===== config.mk =====
export PLATFORM = sky130hd
export DESIGN_NAME = uart_rx
export DESIGN_NICKNAME = d
export VERILOG_FILES = /design/src/rtl/uart_rx.sv
export SDC_FILE = /design/constraint.sdc
export NUM_CORES = 1
export LEC_CHECK = 0
export BUFFER_PORTS_ARGS = -buffer_cell sky130_fd_sc_hd__buf_2
export CORE_MARGIN = 2
export CORE_UTILIZATION = 55
export CTS_BUF_LIST = sky130_fd_sc_hd__clkbuf_8 sky130_fd_sc_hd__clkbuf_16
export DETAILED_ROUTE_END_ITERATION = 8
export HOLD_SLACK_MARGIN = 0.08
export PLACE_DENSITY_LB_ADDON = 0.1
export RECOVER_POWER = 25
export SLEW_MARGIN = 20
export SYNTH_ARGS = -nofsm -noshare
export SYNTH_HDL_FRONTEND = slang
export SYNTH_SLANG_ARGS = --single-unit

===== constraint.sdc =====
create_clock -name clk -period 2.6 [get_ports clk]
set_clock_uncertainty 0.1 [all_clocks]
set_input_delay 0.26 -clock clk [delete_from_list [all_inputs] [get_ports clk]]
set_output_delay 0.26 -clock clk [all_outputs]
set_load 0.1 [all_outputs]

===== src/rtl/uart_rx.sv =====
// uart_rx: receive half of UART0. Deserializes 8N1 frames from rx into a
// first-word-fall-through receive FIFO, flags framing/overrun errors and
// drives the level interrupt for the UART0 RX trap.
//
//   state   | meaning
//   --------+-----------------------------------------------------------
//   IDLE    | line idle, waiting for a falling edge on rx_s
//   START   | counting to mid start bit; high there means glitch
//   DATA    | sampling 8 data bits at mid-bit, LSB first
//   STOP    | sampling the stop bit; high pushes the byte, low is a frame error
//   WAIT_HI | break/framing recovery, waiting for the line to return high
module uart_rx #(
   parameter int CLK_FREQ   = 10_000_000,
   parameter int BAUD       = 9600,
   parameter int FIFO_DEPTH = 8
) (
   input  logic                             clk,
   input  logic                             rst_n,
   input  logic                             rx,
   input  logic                             rd_en,
   output logic [7:0]                       rd_data,
   output logic                             rd_valid,
   output logic                             fifo_full,
   output logic [$clog2(FIFO_DEPTH+1)-1:0]  fifo_count,
   input  logic                             err_clr,
   output logic                             frame_err,
   output logic                             overrun_err,
   output logic                             busy,
   output logic                             rx_irq
);

   localparam int BIT_CYC  = CLK_FREQ / BAUD;
   localparam int HALF_CYC = BIT_CYC / 2;
   localparam int CNT_W    = $clog2(BIT_CYC + 1);
   localparam int CNT_FW   = $clog2(FIFO_DEPTH + 1);
   localparam int PTR_W    = (FIFO_DEPTH > 1) ? $clog2(FIFO_DEPTH) : 1;

   typedef enum logic [2:0] {
      ST_IDLE    = 3'd0,
      ST_START   = 3'd1,
      ST_DATA    = 3'd2,
      ST_STOP    = 3'd3,
      ST_WAIT_HI = 3'd4
   } state_t;

   state_t            state;
   logic [CNT_W-1:0]  cnt;
   logic [2:0]        bit_idx;
   logic [7:0]        shreg;

   logic              rx_m;
   logic              rx_s;
   logic              rx_d;
   logic              rx_fall;
   logic              cnt_zero;

   logic [7:0]        mem [FIFO_DEPTH];
   logic [PTR_W-1:0]  wr_ptr;
   logic [PTR_W-1:0]  rd_ptr;
   logic [CNT_FW-1:0] count;

   logic              push;
   logic              pop;
   logic              full;
   logic              do_wr;
   logic              overrun_set;
   logic              frame_set;

   // Two-flop synchronizer plus a registered copy for edge detection; idle line is high.
   always_ff @(posedge clk or negedge rst_n) begin
      if (!rst_n) begin
         rx_m <= 1'b1;
         rx_s <= 1'b1;
         rx_d <= 1'b1;
      end else begin
         rx_m <= rx;
         rx_s <= rx_m;
         rx_d <= rx_s;
      end
   end

   assign rx_fall  = rx_d & ~rx_s;
   assign cnt_zero = (cnt == '0);

   // Frame FSM: mid-bit sampling driven by a down-counter reloaded per bit.
   always_ff @(posedge clk or negedge rst_n) begin
      if (!rst_n) begin
         state   <= ST_IDLE;
         cnt     <= '0;
         bit_idx <= '0;
         shreg   <= '0;
      end else begin
         case (state)
            ST_IDLE: begin
               if (rx_fall) begin
                  cnt   <= CNT_W'(HALF_CYC - 1);
                  state <= ST_START;
               end
            end
            ST_START: begin
               if (cnt_zero) begin
                  if (!rx_s) begin
                     cnt     <= CNT_W'(BIT_CYC - 1);
                     bit_idx <= '0;
                     state   <= ST_DATA;
                  end else begin
                     state <= ST_IDLE;
                  end
               end else begin
                  cnt <= cnt - 1'b1;
               end
            end
            ST_DATA: begin
               if (cnt_zero) begin
                  shreg <= {rx_s, shreg[7:1]};
                  cnt   <= CNT_W'(BIT_CYC - 1);
                  if (bit_idx == 3'd7) begin
                     state <= ST_STOP;
                  end else begin
                     bit_idx <= bit_idx + 1'b1;
                  end
               end else begin
                  cnt <= cnt - 1'b1;
               end
            end
            ST_STOP: begin
               if (cnt_zero) begin
                  state <= rx_s ? ST_IDLE : ST_WAIT_HI;
               end else begin
                  cnt <= cnt - 1'b1;
               end
            end
            ST_WAIT_HI: begin
               if (rx_s) begin
                  state <= ST_IDLE;
               end
            end
            default: state <= ST_IDLE;
         endcase
      end
   end

   // A full FIFO still accepts the new byte when the head is popped in the same cycle.
   assign push        = (state == ST_STOP) && cnt_zero && rx_s;
   assign frame_set   = (state == ST_STOP) && cnt_zero && !rx_s;
   assign full        = (count == CNT_FW'(FIFO_DEPTH));
   assign pop         = rd_en && (count != '0);
   assign do_wr       = push && (!full || pop);
   assign overrun_set = push && full && !pop;

   // FIFO storage; contents need no reset because the count gates visibility.
   always_ff @(posedge clk) begin
      if (do_wr) begin
         mem[wr_ptr] <= shreg;
      end
   end

   // FIFO pointers and occupancy.
   always_ff @(posedge clk or negedge rst_n) begin
      if (!rst_n) begin
         wr_ptr <= '0;
         rd_ptr <= '0;
         count  <= '0;
      end else begin
         if (do_wr) begin
            wr_ptr <= (wr_ptr == PTR_W'(FIFO_DEPTH - 1)) ? '0 : wr_ptr + 1'b1;
         end
         if (pop) begin
            rd_ptr <= (rd_ptr == PTR_W'(FIFO_DEPTH - 1)) ? '0 : rd_ptr + 1'b1;
         end
         case ({do_wr, pop})
            2'b10:   count <= count + 1'b1;
            2'b01:   count <= count - 1'b1;
            default: count <= count;
         endcase
      end
   end

   // Sticky error flags; a new event in the clear cycle keeps the flag set.
   always_ff @(posedge clk or negedge rst_n) begin
      if (!rst_n) begin
         frame_err   <= 1'b0;
         overrun_err <= 1'b0;
      end else begin
         if (frame_set) begin
            frame_err <= 1'b1;
         end else if (err_clr) begin
            frame_err <= 1'b0;
         end
         if (overrun_set) begin
            overrun_err <= 1'b1;
         end else if (err_clr) begin
            overrun_err <= 1'b0;
         end
      end
   end

   assign rd_valid   = (count != '0);
   assign rd_data    = rd_valid ? mem[rd_ptr] : 8'h00;
   assign fifo_full  = full;
   assign fifo_count = count;
   assign busy       = (state != ST_IDLE);
   assign rx_irq     = rd_valid;

endmodule


=== Word-level counts from Yosys, hierarchy flattened ===
Memory sizes are Yosys's and may differ from the RTL's.
Index checks and enable logic that the tools add are counted.

* Bits in writable memories: 64
* Bits of input ports: 5
* Bits in registers: 40
* Word-level logic and storage cells: 94
* Output and inout bits: 18
* Memories kept: 1

* Reduce and logical (&&, ||, !) cells: 24
* Add/subtract/negate cells: 6
* Bitwise gates (word level): 2
* Eq/ne operators: 20
* Muxes and demuxes: 29

{| class="wikitable"
|+ Memories
! name !! words !! width !! read ports !! clocked after Yosys merged registers in !! wr ports !! line !! source
|-
| mem || 8 || 8 || 1 || 0 || 1 || 57 || <nowiki>logic [7:0] mem [FIFO_DEPTH];</nowiki>
|}

{| class="wikitable"
|+ Operators by type and width
! cell !! number
|-
| 2-to-1 mux 11 bit || 5
|-
| one-hot mux 11 bit (4 select lines) || 1
|-
| 2-to-1 mux 3 bit || 13
|-
| != test 2 bit, second input constant || 9
|-
| one-hot mux 3 bit (5 select lines) || 1
|-
| equality test 3 bit, second input constant || 4
|-
| logical NOT 11 bit || 1
|-
| subtractor 11 x 1 -> 11 bit, second input constant || 1
|-
| adder 3 x 1 -> 3 bit, second input constant || 3
|-
| 2-to-1 mux 8 bit || 1
|-
| one-hot mux 4 bit (2 select lines) || 1
|-
| nonzero test 2 bit || 4
|-
| nonzero test 4 bit || 2
|-
| logical AND 1 bit || 7
|-
| equality test 3 x 2 -> 1 bit, second input constant || 2
|-
| one-hot mux 3 bit (2 select lines) || 1
|-
| AND reduction 6 bit || 1
|-
| 2-to-1 mux 1 bit || 5
|-
| AND reduction 5 bit || 1
|-
| adder 4 x 1 -> 4 bit, second input constant || 1
|-
| equality test 4 bit, second input constant || 1
|-
| AND reduction 4 bit || 1
|-
| subtractor 4 x 1 -> 4 bit, second input constant || 1
|-
| equality test 3 x 1 -> 1 bit, second input constant || 1
|-
| 11 further kinds || 13
|}

=== Depth between registers and ports, before layout ===
Gate-level depths: netlist of run 1.

* Word-level depth: 6
* Depth in mapped cells: 10
* Gate-level depth less buffers: 10

=== Least setup slack after synthesis of run 1 ===
OpenSTA, ideal clock, no wires.

* Path type: flip-flop to flip-flop
* From: register count[1] (netlist: fifo_count[1])
* To: register count[2] (netlist: fifo_count[2])
* Buffers on the path: 1
* Data required time: 2.333 ns
* Cell stages (with the launch flop): 11
* Library setup time: 0.167 ns
* Slack: -0.895 ns
* Data arrival time: 3.229 ns
* Clock period less this slack: 3.495 ns
* Cells stage by stage: dfrtp_1 buf_2 nor4_4 inv_1 and2_1 nand2_1 xnor2_1 ha_1 or2_2 o22ai_1 xor2_1

* Word-level cells in the longest chain between the ends: 6
* Elaborated cells on any way between the ends: 12
* Those cells by class: add/sub: 2; eq/ne: 3; mux: 1; reduce/logical: 6

{| class="wikitable"
|+ Ends and longest elaborated chain
! item !! line !! source
|-
| start: declaration || 60 || <nowiki>logic [CNT_FW-1:0] count;</nowiki>
|-
| start signal: assignment || 172 || <nowiki>2'b10: count <= count + 1'b1;</nowiki>
|-
| start signal: assignment || 173 || <nowiki>2'b01: count <= count - 1'b1;</nowiki>
|-
| start signal: assignment || 174 || <nowiki>default: count <= count;</nowiki>
|-
| nonzero test 4 bit (*) || n/a ||
|-
| named net rd_valid || 22 || <nowiki>output logic rd_valid,</nowiki>
|-
| logical AND 1 bit (*) || 147 || <nowiki>assign pop = rd_en && (count != '0);</nowiki>
|-
| logical OR 1 bit || 148 || <nowiki>assign do_wr = push && (!full || pop);</nowiki>
|-
| logical AND 1 bit || 148 ||
|-
| equality test 2 x 1 -> 1 bit or equality test 2 bit (tied branches) || 171 || <nowiki>case ({do_wr, pop})</nowiki>
|-
| one-hot mux 4 bit (2 select lines) or nonzero test 2 bit (tied branches) || n/a ||
|}

The timed path passes the listed nets; every way through them passes the cells marked *.
A chain may end at the register's enable or synchronous reset.

=== Worst setup path after layout of run 1 ===
* From: register cnt[0]
* To: register count[2] (netlist: fifo_count[2])

* Word-level cells in the longest chain between the ends: 6
* Elaborated cells on any way between the ends: 8
* Those cells by class: eq/ne: 2; mux: 1; reduce/logical: 5

{| class="wikitable"
|+ Ends and longest elaborated chain
! item !! line !! source
|-
| start: declaration || 47 || <nowiki>logic [CNT_W-1:0] cnt;</nowiki>
|-
| start signal: assignment || 96 || <nowiki>cnt <= CNT_W'(HALF_CYC - 1);</nowiki>
|-
| start signal: assignment || 103 || <nowiki>cnt <= CNT_W'(BIT_CYC - 1);</nowiki>
|-
| start signal: assignment || 110 || <nowiki>cnt <= cnt - 1'b1;</nowiki>
|-
| logical NOT 11 bit (*) || 83 || <nowiki>assign cnt_zero = (cnt == '0);</nowiki>
|-
| logical AND 1 bit (*) (2 in series) || 144 || <nowiki>assign push = (state == ST_STOP) && cnt_zero && rx_s;</nowiki>
|-
| logical AND 1 bit (*) || 148 ||
|-
| equality test 2 x 1 -> 1 bit or equality test 2 bit (tied branches) || 171 ||
|-
| one-hot mux 4 bit (2 select lines) or nonzero test 2 bit (tied branches) || n/a ||
|}

Mark *: on every way between the ends. The rest lies on a longest branch, timed or not.

==> impl_table.tex, run 1 <==
\begin{tabular}{lr}
\hline
Metric & Value \\
\hline
\multicolumn{2}{l}{\textbf{Worst setup path}} \\
\quad Worst path arrival time & 2640 ps \\
\quad Required @ worst endpoint & $\sim$2800 ps \\
\quad Startpoint types & flop \\
\quad Worst Setup Path Type & reg -> reg \\
\quad Endpoint type of the worst setup path & flop \\
\quad Largest driver fanout on the critical path & 5 \\
\multicolumn{2}{l}{\textbf{Global route}} \\
\quad Via count of the first global-routing pass & 2482 \\
\quad First-pass GRT wire length & 12970 um \\
\quad Congestion Overflow GR & 0 \\
\quad Pin count of the biggest net entering global routing & 41 \\
\quad Global-route total usage across every layer & 19.32\% \\
\quad Antenna violations before repair & 0 \\
\multicolumn{2}{l}{\textbf{Synthesis}} \\
\quad Average instance area after synthesis & $\sim$15 sq um \\
\quad Largest family of logic cells by synthesized area & multiplexers \\
\quad Yosys cell types & 52 \\
\quad Mapped Cells & approximately 310 \\
\quad Adder and majority cell fraction of the synthesized area & 2.180\% \\
\quad Number of synthesized flops with an enable pin & 64 \\
\quad Xor/xnor cell area share of the yosys netlist & less than 1\% \\
\quad Share of synthesized area occupied by flip-flops and latches & 63.75\% \\
\quad Biggest area consumer among synthesized cells & sky130\_fd\_sc\_hd\_\_edfxtp\_1 \\
\quad Fraction of registers with async set or reset after synthesis & about 38\% \\
\quad Top cells by area in the synthesized netlist & sky130\_fd\_sc\_hd\_\_edfxtp\_1 42\%, sky130\_fd\_sc\_hd\_\_dfrtp\_1 20\%, sky130\_fd\_sc\_hd\_\_mux4\_2 7.8\%, sky130\_fd\_sc\_hd\_\_mux2\_4 2.9\%, sky130\_fd\_sc\_hd\_\_ha\_1 2.2\% \\
\quad Area fraction of the dominant cell type after synthesis & 41.86\% \\
\quad Syn\_nets & roughly 320 \\
\quad Compound-gate portion of the synthesized area & 7.086\% \\
\quad Cell types with the highest counts after synthesis & 64 x sky130\_fd\_sc\_hd\_\_edfxtp\_1, 37 x sky130\_fd\_sc\_hd\_\_dfrtp\_1, 26 x sky130\_fd\_sc\_hd\_\_nor2\_1, 19 x sky130\_fd\_sc\_hd\_\_nand2\_1, 16 x sky130\_fd\_sc\_hd\_\_mux4\_2 \\
\quad Count leader, synth & sky130\_fd\_sc\_hd\_\_edfxtp\_1 \\
\quad Combined area of all synthesized cells & 4591 sq um \\
\quad Post-synthesis simple-gate area fraction & 10.93\% \\
\quad Number of warnings issued by yosys & 0 \\
\quad Multiplexer share of the synthesized area & 13.27\% \\
\quad FF+latch count, synth & 104 \\
\quad Most used flip-flop cell after synthesis & sky130\_fd\_sc\_hd\_\_edfxtp\_1 \\
\multicolumn{2}{l}{\textbf{Min path}} \\
\quad Type of the tightest min-delay check & in -> reg \\
\multicolumn{2}{l}{\textbf{Drt}} \\
\quad DR pass1 iterations & 4 \\
\quad Overall via count from detail\_route & 2587 \\
\quad WL/cell & between 15 and 20 um \\
\quad Drt total wl & 7937 um \\
\quad DRC violation count after routing & 0 \\
\quad Routed vias/inst & 5.686 \\
\quad Antenna-violating nets left & 0 \\
\quad Number of design-rule violations left by the first detailed-router iteration & 129 \\
\multicolumn{2}{l}{\textbf{Pwr}} \\
\quad Cell area power density & 1136 nW/um\^{}2 \\
\quad Worst IR Drop VDD & 0.0006668 V \\
\quad Total Power & 5864 uW \\
\quad P\_leak & 0.001990 uW \\
\multicolumn{2}{l}{\textbf{Placement}} \\
\quad Placed Instances & 434 \\
\quad Detail Placement HPWL & 5541 um \\
\quad Port bufs & 22 \\
\quad Gpl congestion & 0.7608 \\
\quad Placement Setup Slack & 82.43 ps \\
\multicolumn{2}{l}{\textbf{Timing}} \\
\quad Final Max Slew Viols & 0 \\
\quad Time the final worst path needs with I/O delays and setup & 2452 ps \\
\quad Total Neg Setup Slack & 0 ps \\
\quad Slew HR & about two fifths \\
\quad Final Hold Vio Count & 0 \\
\quad Period utilisation layout & approximately 94\% \\
\quad Final setup fails & 0 \\
\quad Tightest Pin Transition & 888.1 ps \\
\quad RSZ-0062 raised after global routing & false \\
\quad Highest Clock Rate & just over 400 MHz \\
\quad Least setup slack across all paths after layout & 147.9 ps \\
\multicolumn{2}{l}{\textbf{Clock network}} \\
\quad Clock latency at the later pin of the worst-skew pair & 360 ps \\
\quad Number of H-tree levels & 3 \\
\quad Post-CTS clock slew at the launch and capture registers of the worst setup and hold paths & 100 ps \\
\quad Number of buffers inserted during clock tree synthesis & 9 \\
\quad Number of sinks handled by clock tree synthesis & approximately 100 \\
\quad TritonCTS clock tree & yes \\
\quad Maximum buffer depth of the clock tree & 2 \\
\quad CTS Root Cell & sky130\_fd\_sc\_hd\_\_clkbuf\_8 \\
\multicolumn{2}{l}{\textbf{Layout}} \\
\quad Final cell utilization of the core & between 60 and 70\% \\
\quad Share of final-layout standard cells stronger than drive strength 1 & between 30 and 40\% \\
\quad Filler-free cell count of the finished design & between 400 and 500 \\
\quad ANT cells & 0 \\
\quad Area added between synthesis and finish & 12.46\% \\
\quad Net count of the finished layout & 358 \\
\multicolumn{2}{l}{\textbf{Status}} \\
\quad Outcome & completed \\
\multicolumn{2}{l}{\textbf{Die}} \\
\quad Die X-Extent & 95.36 um \\
\quad Number of primary I/O pins & 23 \\
\quad Std cell rows & 33 \\
\quad Die Area & 9094 sq um \\
\quad Initial Util & 56.44\% \\
\quad Overall die height & approximately 95 um \\
\quad Core region area & 8134 sq um \\
\multicolumn{2}{l}{\textbf{Flow run}} \\
\quad Max\_cap viols & 0 \\
\hline
\end{tabular}
[critical path, stage by stage, from the launching register on]
cell and delay, ps:
sky130_fd_sc_hd__dfrtp_1 410, sky130_fd_sc_hd__inv_1 100, sky130_fd_sc_hd__ha_1 220, sky130_fd_sc_hd__nor4b_4 320
sky130_fd_sc_hd__nand4_1 270, sky130_fd_sc_hd__nand2_4 180, sky130_fd_sc_hd__xnor2_2 70, sky130_fd_sc_hd__ha_2 170
sky130_fd_sc_hd__or2_4 220, sky130_fd_sc_hd__o22ai_2 170, sky130_fd_sc_hd__xor2_1 150
[worst paths after layout]
| kind | end | start | cells past startpoint | slack (ps) |
|---|---|---|---|---|
| setup / recovery | fifo_count[2] | cnt[0] | 10 | 150 |
| hold / removal | fifo_count[3] | rd_en | 4 | 150 |
| setup reg to reg | fifo_count[2] | cnt[0] | 10 | 150 |
| hold reg to reg | rx_s | rx_m | 0 | 270 |
| max in group asynchronous | fifo_count[2] | rst_n | 2 | 1300 |
| min in group asynchronous | overrun_err | rst_n | 2 | 450 |
[layer usage]
| layer | GRT usage, % | up-vias | share of wire [%] |
|---|---|---|---|
| met5 | 0 | - | 0 |
| met1 | 29.33 | 1287 | 49 |
| met3 | 3.794 | 7 | 2.7 |
| met4 | 6.159 | 0 | 1.3 |
| li1 | - | 1252 | - |
| met2 | 28.40 | 41 | 47 |
[cells by family after synthesis]
kind of cell / count (synthesis)
AO/OA/AOI/OAI: 46
XOR/XNOR: 3
adder cells (fa/ha/maj): 8
buffers and inverters: 20
flip-flops: 104
multiplexers: 36
AND/OR/NAND/NOR: 88
[power by group]
| group | internal, uW | switching (uW) |
|---|---|---|
| combinational | 873 | 1890 |
| clock | 407 | 540 |
| sequential | 1910 | 241 |
| total | 3190 | 2680 |
[placed cells by master, fill, tap and decap left out, types with 4 or more instances in the layout]
cell type                  Yosys  routed
sky130_fd_sc_hd__a22o_1        5       5
sky130_fd_sc_hd__buf_2         6      22
sky130_fd_sc_hd__o21ai_0       9       9
sky130_fd_sc_hd__inv_1         6       6
sky130_fd_sc_hd__ha_1          8       7
sky130_fd_sc_hd__mux2_4        9       9
sky130_fd_sc_hd__buf_4         1      17
sky130_fd_sc_hd__mux2i_1       8       8
sky130_fd_sc_hd__nand2_1      19      18
sky130_fd_sc_hd__dfrtp_1      37      33
sky130_fd_sc_hd__a21oi_1       9       9
sky130_fd_sc_hd__nor2_1       26      26
sky130_fd_sc_hd__edfxtp_1     64      64
sky130_fd_sc_hd__nor3_1       12      12
sky130_fd_sc_hd__mux4_2       16      16
sky130_fd_sc_hd__clkbuf_8      0       9
sky130_fd_sc_hd__nand2b_1      4       4
[repair_timing]
item                                    4_1_cts  5_1_grt
hold buffers                                  3        0
endpoints found under the setup margin        0       68
setup buffers                                 0        2
resized for setup                             0        3
hold endpoints to repair                     40        0
[cell type report]
cell class	count	area, sq um
Timing Repair Buffer	43	279.0
Sequential cell	104	2939
Tap cell	105	131.4
Fill cell	600	2972
Clock inverter	6	40.04
Clock buffer	10	148.9
Multi-Input combinational cell	181	1598
Inverter	6	26.28
[stage by stage]
stage	area, sq um	hold WS [ps]
after floorplan	4642	-135.6
after global placement	4918	248.3
after detailed placement	4918	247.9
after CTS	5137	138.5
after global routing	5162	170.8
final	5162	152.6
[sequential cells by signal, indices dropped and copies added (netlist names)]
register / cells
frame_err: 1
bit_idx: 3
shreg: 8
overrun_err: 1
rx_s: 1
fifo_count: 4
mem: 64
rx_m: 1
wr_ptr: 3
cnt: 11
rd_ptr: 3
rx_d: 1
state: 3
(Power assumes the default switching activity.)
==> run 2: changes to the inputs <==
- CORE_UTILIZATION: 55 -> 57
- CTS_BUF_LIST: sky130_fd_sc_hd__clkbuf_8 sky130_fd_sc_hd__clkbuf_16 -> sky130_fd_sc_hd__clkbuf_8
- HOLD_SLACK_MARGIN: 0.08 -> not set
==> impl_table.tex, run 2 (same netlist as run 1, synthesis figures left out) <==
\begin{tabular}{lr}
\hline
Metric & Value \\
\hline
\multicolumn{2}{l}{\textbf{Layout}} \\
\quad Filler-free cell count of the finished design & 452 \\
\quad Number of flip-flops under the largest register name & 64 \\
\quad ANT cells & 0 \\
\quad Non-Filler Cell Area, Final & 5181 sq um \\
\quad Final cell utilization of the core & 66.70\% \\
\quad Area added between synthesis and finish & 12.86\% \\
\quad Share of final-layout standard cells stronger than drive strength 1 & 32.29\% \\
\quad Most common cell after layout, fill and taps aside & sky130\_fd\_sc\_hd\_\_edfxtp\_1 \\
\quad Largest registers & mem (64), cnt (11), shreg (8) \\
\quad Most frequent cells in the layout & 64 x sky130\_fd\_sc\_hd\_\_edfxtp\_1, 33 x sky130\_fd\_sc\_hd\_\_dfrtp\_1, 26 x sky130\_fd\_sc\_hd\_\_nor2\_1, 22 x sky130\_fd\_sc\_hd\_\_buf\_2, 18 x sky130\_fd\_sc\_hd\_\_nand2\_1 \\
\quad Net count of the finished layout & 358 \\
\quad Fill cell instance count of the final layout & roughly 530 \\
\quad Largest reg by FF count & mem \\
\multicolumn{2}{l}{\textbf{Pwr}} \\
\quad Switching power & 2754 uW \\
\quad Int Pwr & about 3200 uW \\
\quad Relative contribution of combinational cells to total power & 46.7\% \\
\quad Worst IR Drop VDD & 0.0006910 V \\
\quad P\_leak & 0.001997 uW \\
\quad Portion of total power attributed to sequential cells & between 30\% and 40\% \\
\quad Clock share of power & between 15 and 20\% \\
\quad Fraction of power spent switching nets & 46.39\% \\
\quad Cell area power density & 1146 nW/um\^{}2 \\
\quad Total Power & 5936 uW \\
\multicolumn{2}{l}{\textbf{Timing}} \\
\quad Slew HR & 39.59\% \\
\quad Final setup fails & 0 \\
\quad Tightest Pin Transition & 906.2 ps \\
\quad Final Max Slew Viols & 0 \\
\quad Period utilisation layout & between 90\% and 100\% \\
\quad Highest Clock Rate & 408.4 MHz \\
\quad Final Hold Vio Count & 0 \\
\quad Time the final worst path needs with I/O delays and setup & between 2000 and 2500 ps \\
\quad Least setup slack across all paths after layout & approximately 150 ps \\
\multicolumn{2}{l}{\textbf{Worst setup path}} \\
\quad Longest individual stage delay on the worst path & 410 ps \\
\quad Endpoint type of the worst setup path & flop \\
\quad Required @ worst endpoint & 2800 ps \\
\quad Largest driver fanout on the critical path & 5 \\
\quad Worst path arrival time & 2650 ps \\
\quad Critical path buffer and inverter count & 1 \\
\quad Reg2reg setup slack & 150 ps \\
\quad Worst Setup Path Type & reg -> reg \\
\quad Startpoint types & flop \\
\quad Worst path cell trace & inv\_1 > ha\_1 > nor4b\_4 > nand4\_1 > nand2\_4 > xnor2\_2 > ha\_2 > or2\_4 > o22ai\_2 > xor2\_1 \\
\quad CP max stage cell & sky130\_fd\_sc\_hd\_\_dfrtp\_1 \\
\quad Cell family contributing the most delay on the critical path & simple AND/OR/NAND/NOR gates \\
\multicolumn{2}{l}{\textbf{Drt}} \\
\quad DR pass1 iterations & 4 \\
\quad Antenna-violating nets left & 0 \\
\quad Routed vias/inst & 5.907 \\
\quad Number of design-rule violations left by the first detailed-router iteration & 218 \\
\quad Overall via count from detail\_route & 2670 \\
\quad Drt total wl & 8243 um \\
\quad DRC violation count after routing & 0 \\
\quad WL/cell & between 15 and 20 um \\
\multicolumn{2}{l}{\textbf{Placement}} \\
\quad Detail Placement HPWL & 5571 um \\
\quad Port bufs & 22 \\
\quad Gpl congestion & 0.7938 \\
\quad Placed Instances & approximately 430 \\
\quad Post-placement cell area & 4935 sq um \\
\quad Placement Setup Slack & 99.14 ps \\
\multicolumn{2}{l}{\textbf{Global route}} \\
\quad Antenna violations before repair & 0 \\
\quad Global-route total usage across every layer & 20.86\% \\
\quad Via count of the first global-routing pass & around 2600 \\
\quad Pin count of the biggest net entering global routing & 41 \\
\quad Congestion Overflow GR & 0 \\
\quad First-pass GRT wire length & 13570 um \\
\multicolumn{2}{l}{\textbf{Min path}} \\
\quad Type of the tightest min-delay check & in -> reg \\
\multicolumn{2}{l}{\textbf{Die}} \\
\quad Die X-Extent & 93.74 um \\
\quad Initial Util & about three fifths \\
\quad Die Area & a little under 9000 sq um \\
\quad Std cell rows & 32 \\
\quad Overall die height & 93.74 um \\
\quad Number of primary I/O pins & 23 \\
\quad Core region area & 7767 sq um \\
\multicolumn{2}{l}{\textbf{Clock network}} \\
\quad Number of sinks handled by clock tree synthesis & 104 \\
\quad Number of buffers inserted during clock tree synthesis & 9 \\
\quad Post-CTS clock slew at the launch and capture registers of the worst setup and hold paths & 110 ps \\
\quad Number of H-tree levels & 3 \\
\quad TritonCTS clock tree & yes \\
\quad Clock latency at the later pin of the worst-skew pair & $\sim$370 ps \\
\quad CTS Root Cell & sky130\_fd\_sc\_hd\_\_clkbuf\_8 \\
\quad Maximum buffer depth of the clock tree & 2 \\
\multicolumn{2}{l}{\textbf{Flow run}} \\
\quad Max\_cap viols & 0 \\
\multicolumn{2}{l}{\textbf{Status}} \\
\quad Outcome & completed \\
\hline
\end{tabular}
## run 2: cell count changes in the layout (fill, tap and decap cells not counted), sizes merged
cell,delta
clkbuf,-1
clkinvlp,-1
clkinv,+1
inv,+1
## run 2: worst paths after layout
kind                       startpoint            end  cells past startpoint
max in group asynchronous       rst_n  fifo_count[2]                      2
hold reg to reg                  rx_m           rx_s                      0
min in group asynchronous       rst_n         cnt[5]                      2
setup reg to reg               cnt[0]  fifo_count[2]                     10
hold / removal                  rd_en  fifo_count[3]                      4
setup / recovery               cnt[0]  fifo_count[2]                     10
## run 2: area by class of cell
cell class	instances	area [sq um]	share of cell area (%)
timing repair buffer	43	287.8	5.554
multi-input combinational	181	1593	30.74
clock inverter	7	83.83	1.618
sequential	104	2939	56.73
inverter	6	26.28	0.5071
tap	102	127.6	2.463
clock buffer	9	123.9	2.391
## run 2: what timing repair did
item / in CTS / in global routing
hold buffers: 3 / 0
gates resized for setup: 0 / 1
setup buffers: 0 / 1
setup endpoints to repair: 0 / 70
endpoints found under the hold margin: 40 / 0
## run 2: power by group through the flow
stage / registers, uW / clock network (uW) / logic [uW]
floorplan: 2270 / 0 / 2250
global placement: 2190 / 0 / 2740
detailed placement: 2200 / 0 / 2780
CTS: 2160 / 1020 / 2790
global route: 2190 / 1090 / 2960
finish: 2160 / 1000 / 2770
## run 2: stage by stage
step	hold slack, ps	setup TNS, ps
floorplan	-135.6	-4780
global placement	245.8	0
detailed placement	252.5	0
CTS	138.7	0
global route	176.9	-18.09
finish	150.7	0
## run 2: tightest hold or removal path, delay by kind of cell
family          cells  cell delay, ps
simple gates        2             150
buf+inv             1             130
compound gates      1              60
## run 2: layer usage
metal,vias to the layer above,track usage (%),routed length (um)
met1,1329,31.30,3775
met4,0,8.696,101
met5,-,0,0
li1,1252,-,-
met3,9,2.889,456
met2,80,31.01,3910
==> run 3: changes to the inputs <==
- PLACE_DENSITY: not set -> 0.78
- PLACE_DENSITY_LB_ADDON: 0.1 -> not set
==> impl_table.tex, run 3 (same netlist as run 1, synthesis figures left out) <==
\begin{tabular}{lr}
\hline
Metric & Value \\
\hline
\multicolumn{2}{l}{\textbf{Worst setup path}} \\
\quad Largest driver fanout on the critical path & 19 \\
\quad Worst Setup Path Type & reg -> out \\
\quad Required @ worst endpoint & 2240 ps \\
\quad Worst-case reg-to-reg path depth & 6 \\
\quad Worst path arrival time & roughly 2100 ps \\
\quad Endpoint type of the worst setup path & output port \\
\quad Startpoint types & flop \\
\multicolumn{2}{l}{\textbf{Status}} \\
\quad Outcome & completed \\
\multicolumn{2}{l}{\textbf{Layout}} \\
\quad Most common cell after layout, fill and taps aside & sky130\_fd\_sc\_hd\_\_edfxtp\_1 \\
\quad Final cell utilization of the core & 67.20\% \\
\quad Most frequent cells in the layout & 64 x sky130\_fd\_sc\_hd\_\_edfxtp\_1, 33 x sky130\_fd\_sc\_hd\_\_dfrtp\_1, 26 x sky130\_fd\_sc\_hd\_\_nor2\_1, 22 x sky130\_fd\_sc\_hd\_\_buf\_2, 18 x sky130\_fd\_sc\_hd\_\_nand2\_1 \\
\quad Filler-free cell count of the finished design & $\sim$450 \\
\quad Largest registers & mem (64), cnt (11), shreg (8) \\
\quad Net count of the finished layout & 357 \\
\quad Share of final-layout standard cells stronger than drive strength 1 & 32.38\% \\
\quad Number of flip-flops under the largest register name & 64 \\
\quad Largest reg by FF count & mem \\
\quad ANT cells & 0 \\
\quad Area added between synthesis and finish & 13.71\% \\
\multicolumn{2}{l}{\textbf{Flow run}} \\
\quad Max\_cap viols & 0 \\
\multicolumn{2}{l}{\textbf{Clock network}} \\
\quad TritonCTS clock tree & yes \\
\quad Maximum buffer depth of the clock tree & 2 \\
\quad Clock latency at the later pin of the worst-skew pair & 380 ps \\
\quad Number of buffers inserted during clock tree synthesis & 9 \\
\quad Number of H-tree levels & 3 \\
\quad Post-CTS clock slew at the launch and capture registers of the worst setup and hold paths & 100 ps \\
\quad CTS Root Cell & sky130\_fd\_sc\_hd\_\_clkbuf\_8 \\
\quad Number of sinks handled by clock tree synthesis & 104 \\
\multicolumn{2}{l}{\textbf{Global route}} \\
\quad First-pass GRT wire length & 13890 um \\
\quad Antenna violations before repair & 0 \\
\quad Congestion Overflow GR & 0 \\
\quad Pin count of the biggest net entering global routing & 41 \\
\quad Global-route total usage across every layer & 21.30\% \\
\quad Via count of the first global-routing pass & 2671 \\
\multicolumn{2}{l}{\textbf{Placement}} \\
\quad Gpl congestion & 0.8058 \\
\quad Port bufs & 22 \\
\quad Placed Instances & 431 \\
\quad Detail Placement HPWL & between 5000 and 6000 um \\
\multicolumn{2}{l}{\textbf{Pwr}} \\
\quad P\_leak & between 0.002 and 0.0025 uW \\
\quad Cell area power density & 1174 nW/um\^{}2 \\
\quad Total Power & approximately 6100 uW \\
\quad Worst IR Drop VDD & roughly 0.00066 V \\
\multicolumn{2}{l}{\textbf{Drt}} \\
\quad Antenna-violating nets left & 0 \\
\quad Drt total wl & 8386 um \\
\quad WL/cell & 18.59 um \\
\quad Number of design-rule violations left by the first detailed-router iteration & between 200 and 250 \\
\quad DR pass1 iterations & 4 \\
\quad Overall via count from detail\_route & 2684 \\
\quad Routed vias/inst & 5.951 \\
\quad DRC violation count after routing & 0 \\
\multicolumn{2}{l}{\textbf{Die}} \\
\quad Initial Util & 59.10\% \\
\quad Std cell rows & 32 \\
\quad Core region area & 7767 sq um \\
\quad Die Area & between 8000 and 9000 sq um \\
\quad Number of primary I/O pins & 23 \\
\quad Die X-Extent & 93.74 um \\
\quad Overall die height & between 90 and 100 um \\
\multicolumn{2}{l}{\textbf{Timing}} \\
\quad Final Hold Vio Count & 0 \\
\quad Smallest hold slack & 153.4 ps \\
\quad Period utilisation layout & 93.72\% \\
\quad Slew HR & between 40\% and 50\% \\
\quad Tightest Pin Transition & 890.8 ps \\
\quad Final setup fails & 0 \\
\quad Final Max Slew Viols & 0 \\
\quad Total Neg Setup Slack & 0 ps \\
\quad Time the final worst path needs with I/O delays and setup & 2437 ps \\
\quad Highest Clock Rate & 410.4 MHz \\
\multicolumn{2}{l}{\textbf{Min path}} \\
\quad Number of cells traversed by the worst hold path & 4 \\
\quad Type of the tightest min-delay check & in -> reg \\
\hline
\end{tabular}
## run 3: changes by cell type in the layout (fill, tap and decap cells not counted), sizes merged
cell | previous run | this run
inv | 9 | 8
buf | 40 | 39
clkinv | 3 | 2
bufinv | 0 | 2
## run 3: critical path, stage by stage, from the launching register on
cell	delay, ps
sky130_fd_sc_hd__dfrtp_1	360
sky130_fd_sc_hd__buf_6	250
sky130_fd_sc_hd__mux4_2	550
sky130_fd_sc_hd__mux2i_1	170
sky130_fd_sc_hd__nor2_1	60
sky130_fd_sc_hd__buf_2	290
## run 3: path summary, 6_finish.rpt
kind | startpoint | endpoint | slack, ps
max | rd_ptr[0] | rd_data[3] | 160
min | rd_en | fifo_count[3] | 150
max reg2reg | cnt[0] | shreg[1] | 180
min reg2reg | rx_m | rx_s | 270
max in group asynchronous | rst_n | fifo_count[2] | 1310
min in group asynchronous | rst_n | cnt[5] | 430
## run 3: area by class of cell
cell class	count	area, sq um
fill	534	2547
timing repair buffer	42	284.0
clock inverter	7	113.9
multi-input combinational	181	1605
clock buffer	9	123.9
inverter	6	26.28
tap	102	127.6
sequential	104	2939
## run 3: stage by stage
stage	setup WS, ps	cell area [sq um]
global route	-0.3286	5220
floorplan	-518.6	4642
finish	163.3	5220
CTS	60.48	5195
detailed placement	99.27	4927
global placement	211.7	4927
## run 3: power breakdown
| part | internal [uW] | total [uW] | switching [uW] | leakage, uW |
|---|---|---|---|---|
| clock network | 565 | 1150 | 581 | 0.000119 |
| logic | 896 | 2800 | 1910 | 0.000806 |
| registers | 1910 | 2180 | 268 | 0.00108 |
| total | 3370 | 6130 | 2760 | 0.00201 |
## run 3: layer usage
| metal | track usage, % | vias up | wire length, um |
|---|---|---|---|
| li1 | - | 1253 | - |
| met2 | 34.40 | 67 | 4287 |
| met4 | 7.126 | 0 | 133 |
| met5 | 0 | - | 0 |
| met1 | 28.91 | 1352 | 3664 |
| met3 | 4.896 | 12 | 301 |
## run 3: timing repair
| item | CTS | global route |
|---|---|---|
| resized for setup | 0 | 4 |
| buffers inserted | 0 | 1 |
| hold endpoints to repair | 40 | 0 |
| hold buffers | 3 | 0 |
| setup endpoints to repair | 0 | 77 |
